--- src/rtl/median_filter_pkg.sv ---
// Shared state encodings and sizing helpers for the median-filter stream blocks.
package median_filter_pkg;

   typedef enum logic [1:0] {
      ST_IDLE  = 2'd0,
      ST_RUN   = 2'd1,
      ST_DRAIN = 2'd2
   } state_t;

   localparam int IMG_W_DEF = 640;
   localparam int IMG_H_DEF = 480;

   // Width of a counter that must hold 0..n-1; never narrower than one bit.
   function automatic int cnt_width(input int n);
      return (n <= 2) ? 1 : $clog2(n);
   endfunction

   localparam int COL_W = cnt_width(IMG_W_DEF);
   localparam int ROW_W = cnt_width(IMG_H_DEF);

endpackage

--- src/rtl/stream_skid_buf.sv ---
// Two-entry output buffer between the FIFO pop strobe and the downstream handshake.
module stream_skid_buf #(
   parameter int WIDTH = 8
) (
   input  logic             clk,
   input  logic             rst_n,
   input  logic             push,
   input  logic [WIDTH-1:0] din,
   input  logic             ready,
   output logic             valid,
   output logic [WIDTH-1:0] dout,
   output logic [1:0]       count
);

   logic [WIDTH-1:0] head;
   logic [WIDTH-1:0] tail;
   logic             pop;

   assign valid = (count != 2'd0);
   assign dout  = head;
   assign pop   = valid && ready;

   // The reader never pushes into a full buffer, so count stays within 0..2.
   always_ff @(posedge clk or negedge rst_n) begin
      if (!rst_n) begin
         head  <= '0;
         tail  <= '0;
         count <= 2'd0;
      end else begin
         case ({push, pop})
            2'b10: begin
               if (count == 2'd0) head <= din;
               else               tail <= din;
               count <= count + 2'd1;
            end
            2'b01: begin
               head  <= tail;
               count <= count - 2'd1;
            end
            2'b11: begin
               if (count == 2'd2) begin
                  head <= tail;
                  tail <= din;
               end else begin
                  head <= din;
               end
            end
            default: ;
         endcase
      end
   end

endmodule

--- src/rtl/fifo_stream_reader.sv ---
// Pops a fall-through FIFO into a valid/ready pixel stream tagged with SOF/EOL.
// Optional starvation counter enabled by defining FIFO_READER_UNDERRUN_CNT_EN.
module fifo_stream_reader
   import median_filter_pkg::*;
#(
   parameter int WIDTH = 8,
   parameter int IMG_W = IMG_W_DEF,
   parameter int IMG_H = IMG_H_DEF
) (
   input  logic             clk,
   input  logic             rst_n,
   input  logic             enable,
   input  logic             fifo_empty,
   input  logic [WIDTH-1:0] fifo_dout,
   output logic             fifo_rd_en,
   output logic             m_valid,
   input  logic             m_ready,
   output logic [WIDTH-1:0] m_data,
   output logic             m_sof,
   output logic             m_eol,
   output logic             frame_done,
   output logic [15:0]      underrun_cnt
);

   localparam int            CW       = cnt_width(IMG_W);
   localparam int            RW       = cnt_width(IMG_H);
   localparam logic [CW-1:0] COL_LAST = CW'(IMG_W - 1);
   localparam logic [RW-1:0] ROW_LAST = RW'(IMG_H - 1);

   state_t        state;
   state_t        state_nxt;
   logic [1:0]    buf_cnt;
   logic [CW-1:0] col;
   logic [RW-1:0] row;
   logic          hs;

   // Popping looks only at the registered buffer count, never at m_ready.
   assign fifo_rd_en = (state == ST_RUN) && !fifo_empty && (buf_cnt < 2'd2);
   assign hs         = m_valid && m_ready;

   stream_skid_buf #(.WIDTH(WIDTH)) u_buf (
      .clk   (clk),
      .rst_n (rst_n),
      .push  (fifo_rd_en),
      .din   (fifo_dout),
      .ready (m_ready),
      .valid (m_valid),
      .dout  (m_data),
      .count (buf_cnt)
   );

   always_ff @(posedge clk or negedge rst_n) begin
      if (!rst_n) state <= ST_IDLE;
      else        state <= state_nxt;
   end

   always_comb begin
      state_nxt = state;
      case (state)
         ST_IDLE:  if (enable) state_nxt = ST_RUN;
         ST_RUN:   if (!enable) state_nxt = ST_DRAIN;
         ST_DRAIN: begin
            if (enable)               state_nxt = ST_RUN;
            else if (buf_cnt == 2'd0) state_nxt = ST_IDLE;
         end
         default:  state_nxt = ST_IDLE;
      endcase
   end

   // Position survives a disable so a later RUN resumes the same frame.
   always_ff @(posedge clk or negedge rst_n) begin
      if (!rst_n) begin
         col        <= '0;
         row        <= '0;
         frame_done <= 1'b0;
      end else begin
         frame_done <= hs && (col == COL_LAST) && (row == ROW_LAST);
         if (hs) begin
            if (col == COL_LAST) begin
               col <= '0;
               row <= (row == ROW_LAST) ? '0 : row + 1'b1;
            end else begin
               col <= col + 1'b1;
            end
         end
      end
   end

   assign m_sof = m_valid && (col == '0) && (row == '0);
   assign m_eol = m_valid && (col == COL_LAST);

`ifdef FIFO_READER_UNDERRUN_CNT_EN
   logic [15:0] urun;

   always_ff @(posedge clk or negedge rst_n) begin
      if (!rst_n) begin
         urun <= 16'd0;
      end else if ((state == ST_RUN) && m_ready && (buf_cnt == 2'd0) && fifo_empty
                   && (urun != 16'hFFFF)) begin
         urun <= urun + 16'd1;
      end
   end

   assign underrun_cnt = urun;
`else
   assign underrun_cnt = 16'd0;
`endif

endmodule
--- config.mk ---
export PLATFORM = sky130hd
export DESIGN_NAME = fifo_stream_reader
export DESIGN_NICKNAME = d
export VERILOG_FILES = /design/src/rtl/median_filter_pkg.sv /design/src/rtl/stream_skid_buf.sv /design/src/rtl/fifo_stream_reader.sv
export SDC_FILE = /design/constraint.sdc
export NUM_CORES = 1
export LEC_CHECK = 0
export BUFFER_PORTS_ARGS = -buffer_cell sky130_fd_sc_hd__buf_2
export CORE_UTILIZATION = 50
export CTS_BUF_LIST = sky130_fd_sc_hd__clkbuf_4
export CTS_CLUSTER_SIZE = 14
export DETAILED_ROUTE_END_ITERATION = 7
export HOLD_SLACK_MARGIN = 0.05
export PLACE_DENSITY = 0.76
export RECOVER_POWER = 50
export SKIP_CTS_REPAIR_TIMING = 1
export SYNTH_ARGS = -nofsm -noshare
export SYNTH_HDL_FRONTEND = slang
export SYNTH_SLANG_ARGS = --single-unit
--- constraint.sdc ---
create_clock -name clk -period 2.2 [get_ports clk]
set_clock_uncertainty 0.15 [all_clocks]
set_input_delay 0.22 -clock clk [delete_from_list [all_inputs] [get_ports clk]]
set_output_delay 0.22 -clock clk [all_outputs]
set_load 0.02 [all_outputs]
==> results.md <==
* Vias at 1633
* Register area share after synthesis at 47.8%
* Pre-CTS WS at -57.8 ps
* Warnings from Yosys at 0
* Power per Cell Area at 958 nW/µm²
* Cells after Synth at 195
* Vias in the first global route at 1461
* Initial DRC count at 71
* Post-synth top flop: dfrtp_1
* Final hold slack at 202 ps
* Largest family of logic cells by synthesized area: simple AND/OR/NAND/NOR gates
* Synth-to-Final Area Change at 20.8%
* Core ar. at 4000 µm²
* Antenna fix cells at 0
* Nets@finish at 270
* Fin crit share at 97.7%
* Slew Limit Fails at 0
* DIE WIDTH at 66.7 µm
* Hpwl dp at 2920 µm
* Most used routing layer in global routing: met2
* CP Capture Type: register
* Fillers at 346
* Mux contribution to synthesized area at 9.15%
* Clock sinks at 40
* RSZ-0062 raised after global routing: false
* XOR/XNOR Fraction of Synth Area at 4.19%
* CTS Buffer Depth at 2
* First-pass GRT wire length at 6760 µm
* Syn Std Cell Area at 2090 µm²
* Max Clk Rate at 465 MHz
* Minimum clock period at 2150 ps
* Post-synthesis simple-gate area fraction at 14.7%
* Number of synthesized flops with an enable pin at 0
* Hold path endpoint: col[5]
* HP Start: m_ready
* Die height at 66.7 µm
* GR Util met2 at 32.7%
* Synth unique cells at 40
* R2R cell count at 6
* Final count of hold timing violations at 0
* Synth Area in Adders at 4.19%
* Most frequent cells in the layout: dfrtp_1, buf_2, mux2_2, conb_1, buf_4
* Via density per instance at 5.44
* Port Buffers at 25
* Max Cap Viol at 0
* GR Util All Layers at 20.8%
* Root Driver: clkbuf_4
* Initial DRT Pass Iterations at 4
* Critical Path AT at 2250 ps
* Slowest stage cell, crit path: dfrtp_1
* Crit start category: register
* Crit path buf inv count at 0
* Hold Path Depth at 4
* CTS tree: built
* Post-Route WL at 4210 µm
* Crit path largest cell delay at 420 ps
* CTS HTree Levels at 2
* Post-detailed-route wirelength per cell at 14.0 µm
* Met3 GRT Util at 5.14%
* Most common cell after layout, fill and taps aside: dfrtp_1
* Clk slew on worst S/H paths at 130 ps
* Gpl congestion at 0.817
* CP Cell Sequence: nand2b_4 > or3_4 > ha_2 > o21a_4 > a22o_1 > mux2_2
* WP data required at 2300 ps
* Layout cells sized above 1 at 28.0%
* CTS buffer count at 5
* Share of synthesized registers carrying an async set or reset at 100%
* DRC violations left at 0
* Largest net degree at the start of global routing at 27
* Initial Utilization at 52.3%
* #FFs+latches synth at 40
* Remaining Overflow, GRT at 0
* Routing usage on met1 at 26.8%
* Slew margin rel. at 44.8%
* Initial antenna violation count at 0
* I/O Pins at 42
* Core Rows at 23
* R2R setup slack at 50 ps
* Hold Crit Class: input pin to register
* Avg Cell Area, Syn at 10.7 µm²
* Worst setup margin at 49.7 ps
* R2r endpoint: u_buf.dout[0]
* Outcome: finished, final reports clean
* Worst VDD drop at 0.446 mV
* CP delay by family, top: simple AND/OR/NAND/NOR gates
* CP Class: register to register
* Compound-Gate Fraction of Synth Area at 11.5%
* Setup violators final at 0
* Worst-skew pair later-pin latency at 360 ps
* Least-Margin Pin Slew at 829 ps
* Post-route ant nets at 0
* Full die area at 4450 µm²
* Pleak at 1.16 nW
* Max Fanout on Critical Path at 8
* Worst R2R Start: state[1]
==> worst min-delay path, stage by stage <==
cell       delay (ps)
buf_2             120
o2111ai_1         150
or3_1             130
a21oi_1            60
==> report_power, final <==
group          switching, mW  leakage [nW]  internal, mW  total [mW]
Sequential             0.174         0.504         0.953        1.13
Clock                  0.251        0.0271         0.117       0.367
Combinational          0.484         0.629         0.441       0.926
Total                  0.909          1.16          1.51        2.42
==> synth_stat cells, drive strengths merged (6+ instances only) <==
| cell type | count | share of area [%] |
|---|---|---|
| a22o | 8 | 3.3 |
| buf | 17 | 6.0 |
| dfrtp | 40 | 48 |
| ha | 7 | 4.2 |
| inv | 10 | 1.8 |
| mux2 | 17 | 9.2 |
| nand2 | 12 | 2.2 |
| nand3 | 8 | 1.9 |
| nor2 | 8 | 1.4 |
| nor4 | 6 | 2.1 |
| o21ai | 14 | 3.5 |
==> worst max path at each step <==
stage / from / end / depth (start not counted)
after floorplan: state[1] / u_buf.tail[0] / 7
after global placement: state[1] / u_buf.dout[7] / 6
after detailed placement: state[1] / u_buf.dout[0] / 6
after CTS: state[1] / u_buf.dout[0] / 6
after global routing: state[1] / u_buf.dout[0] / 6
final: state[1] / u_buf.dout[0] / 6
==> stage by stage <==
stage	power [mW]	utilization, %	std cells	cell area [µm²]	TNS [ps]
finish	2.42	63.2	300	2530	0
detailed placement	2.04	58.7	283	2350	-292
CTS	2.41	60.0	290	2400	-677
global placement	2.01	58.7	283	2350	0
floorplan	1.74	-	210	2160	0
global route	2.58	63.2	300	2530	0
==> sequential cells by signal (all words and copies together) (netlist names) <==
name	count
row	9
state	2
u_buf.tail	8
col	10
u_buf.dout	8
u_buf.count	2
frame_done	1
==> per-layer routing <==
| layer | share of wire [%] | wire length (µm) | vias up |
|---|---|---|---|
| met3 | 2.8 | 117 | 5 |
| li1 | - | - | 780 |
| met2 | 50 | 2090 | 29 |
| met1 | 46 | 1930 | 819 |
| met5 | 0 | 0 | - |
| met4 | 1.7 | 70 | 0 |
==> cell families (layout without fill, tap and decap cells) <==
kind of cell | Yosys count | in the layout
other cells | 1 | 16
compound gates | 36 | 36
fa+ha+maj | 7 | 7
xor+xnor | 10 | 10
flops | 40 | 40
simple gates | 55 | 55
buf+inv | 29 | 69
mux | 17 | 17
==> area by class of cell <==
class	count	area [µm²]	area share (%)
inverters	11	45.0	1.78
repair buffers	51	347	13.7
well taps	50	62.6	2.48
clock inverters	2	12.5	0.495
flip-flops and latches	40	1000	39.6
clock buffers	5	37.5	1.49
multi-input cells	141	1020	40.4
(Power assumes the default switching activity.)
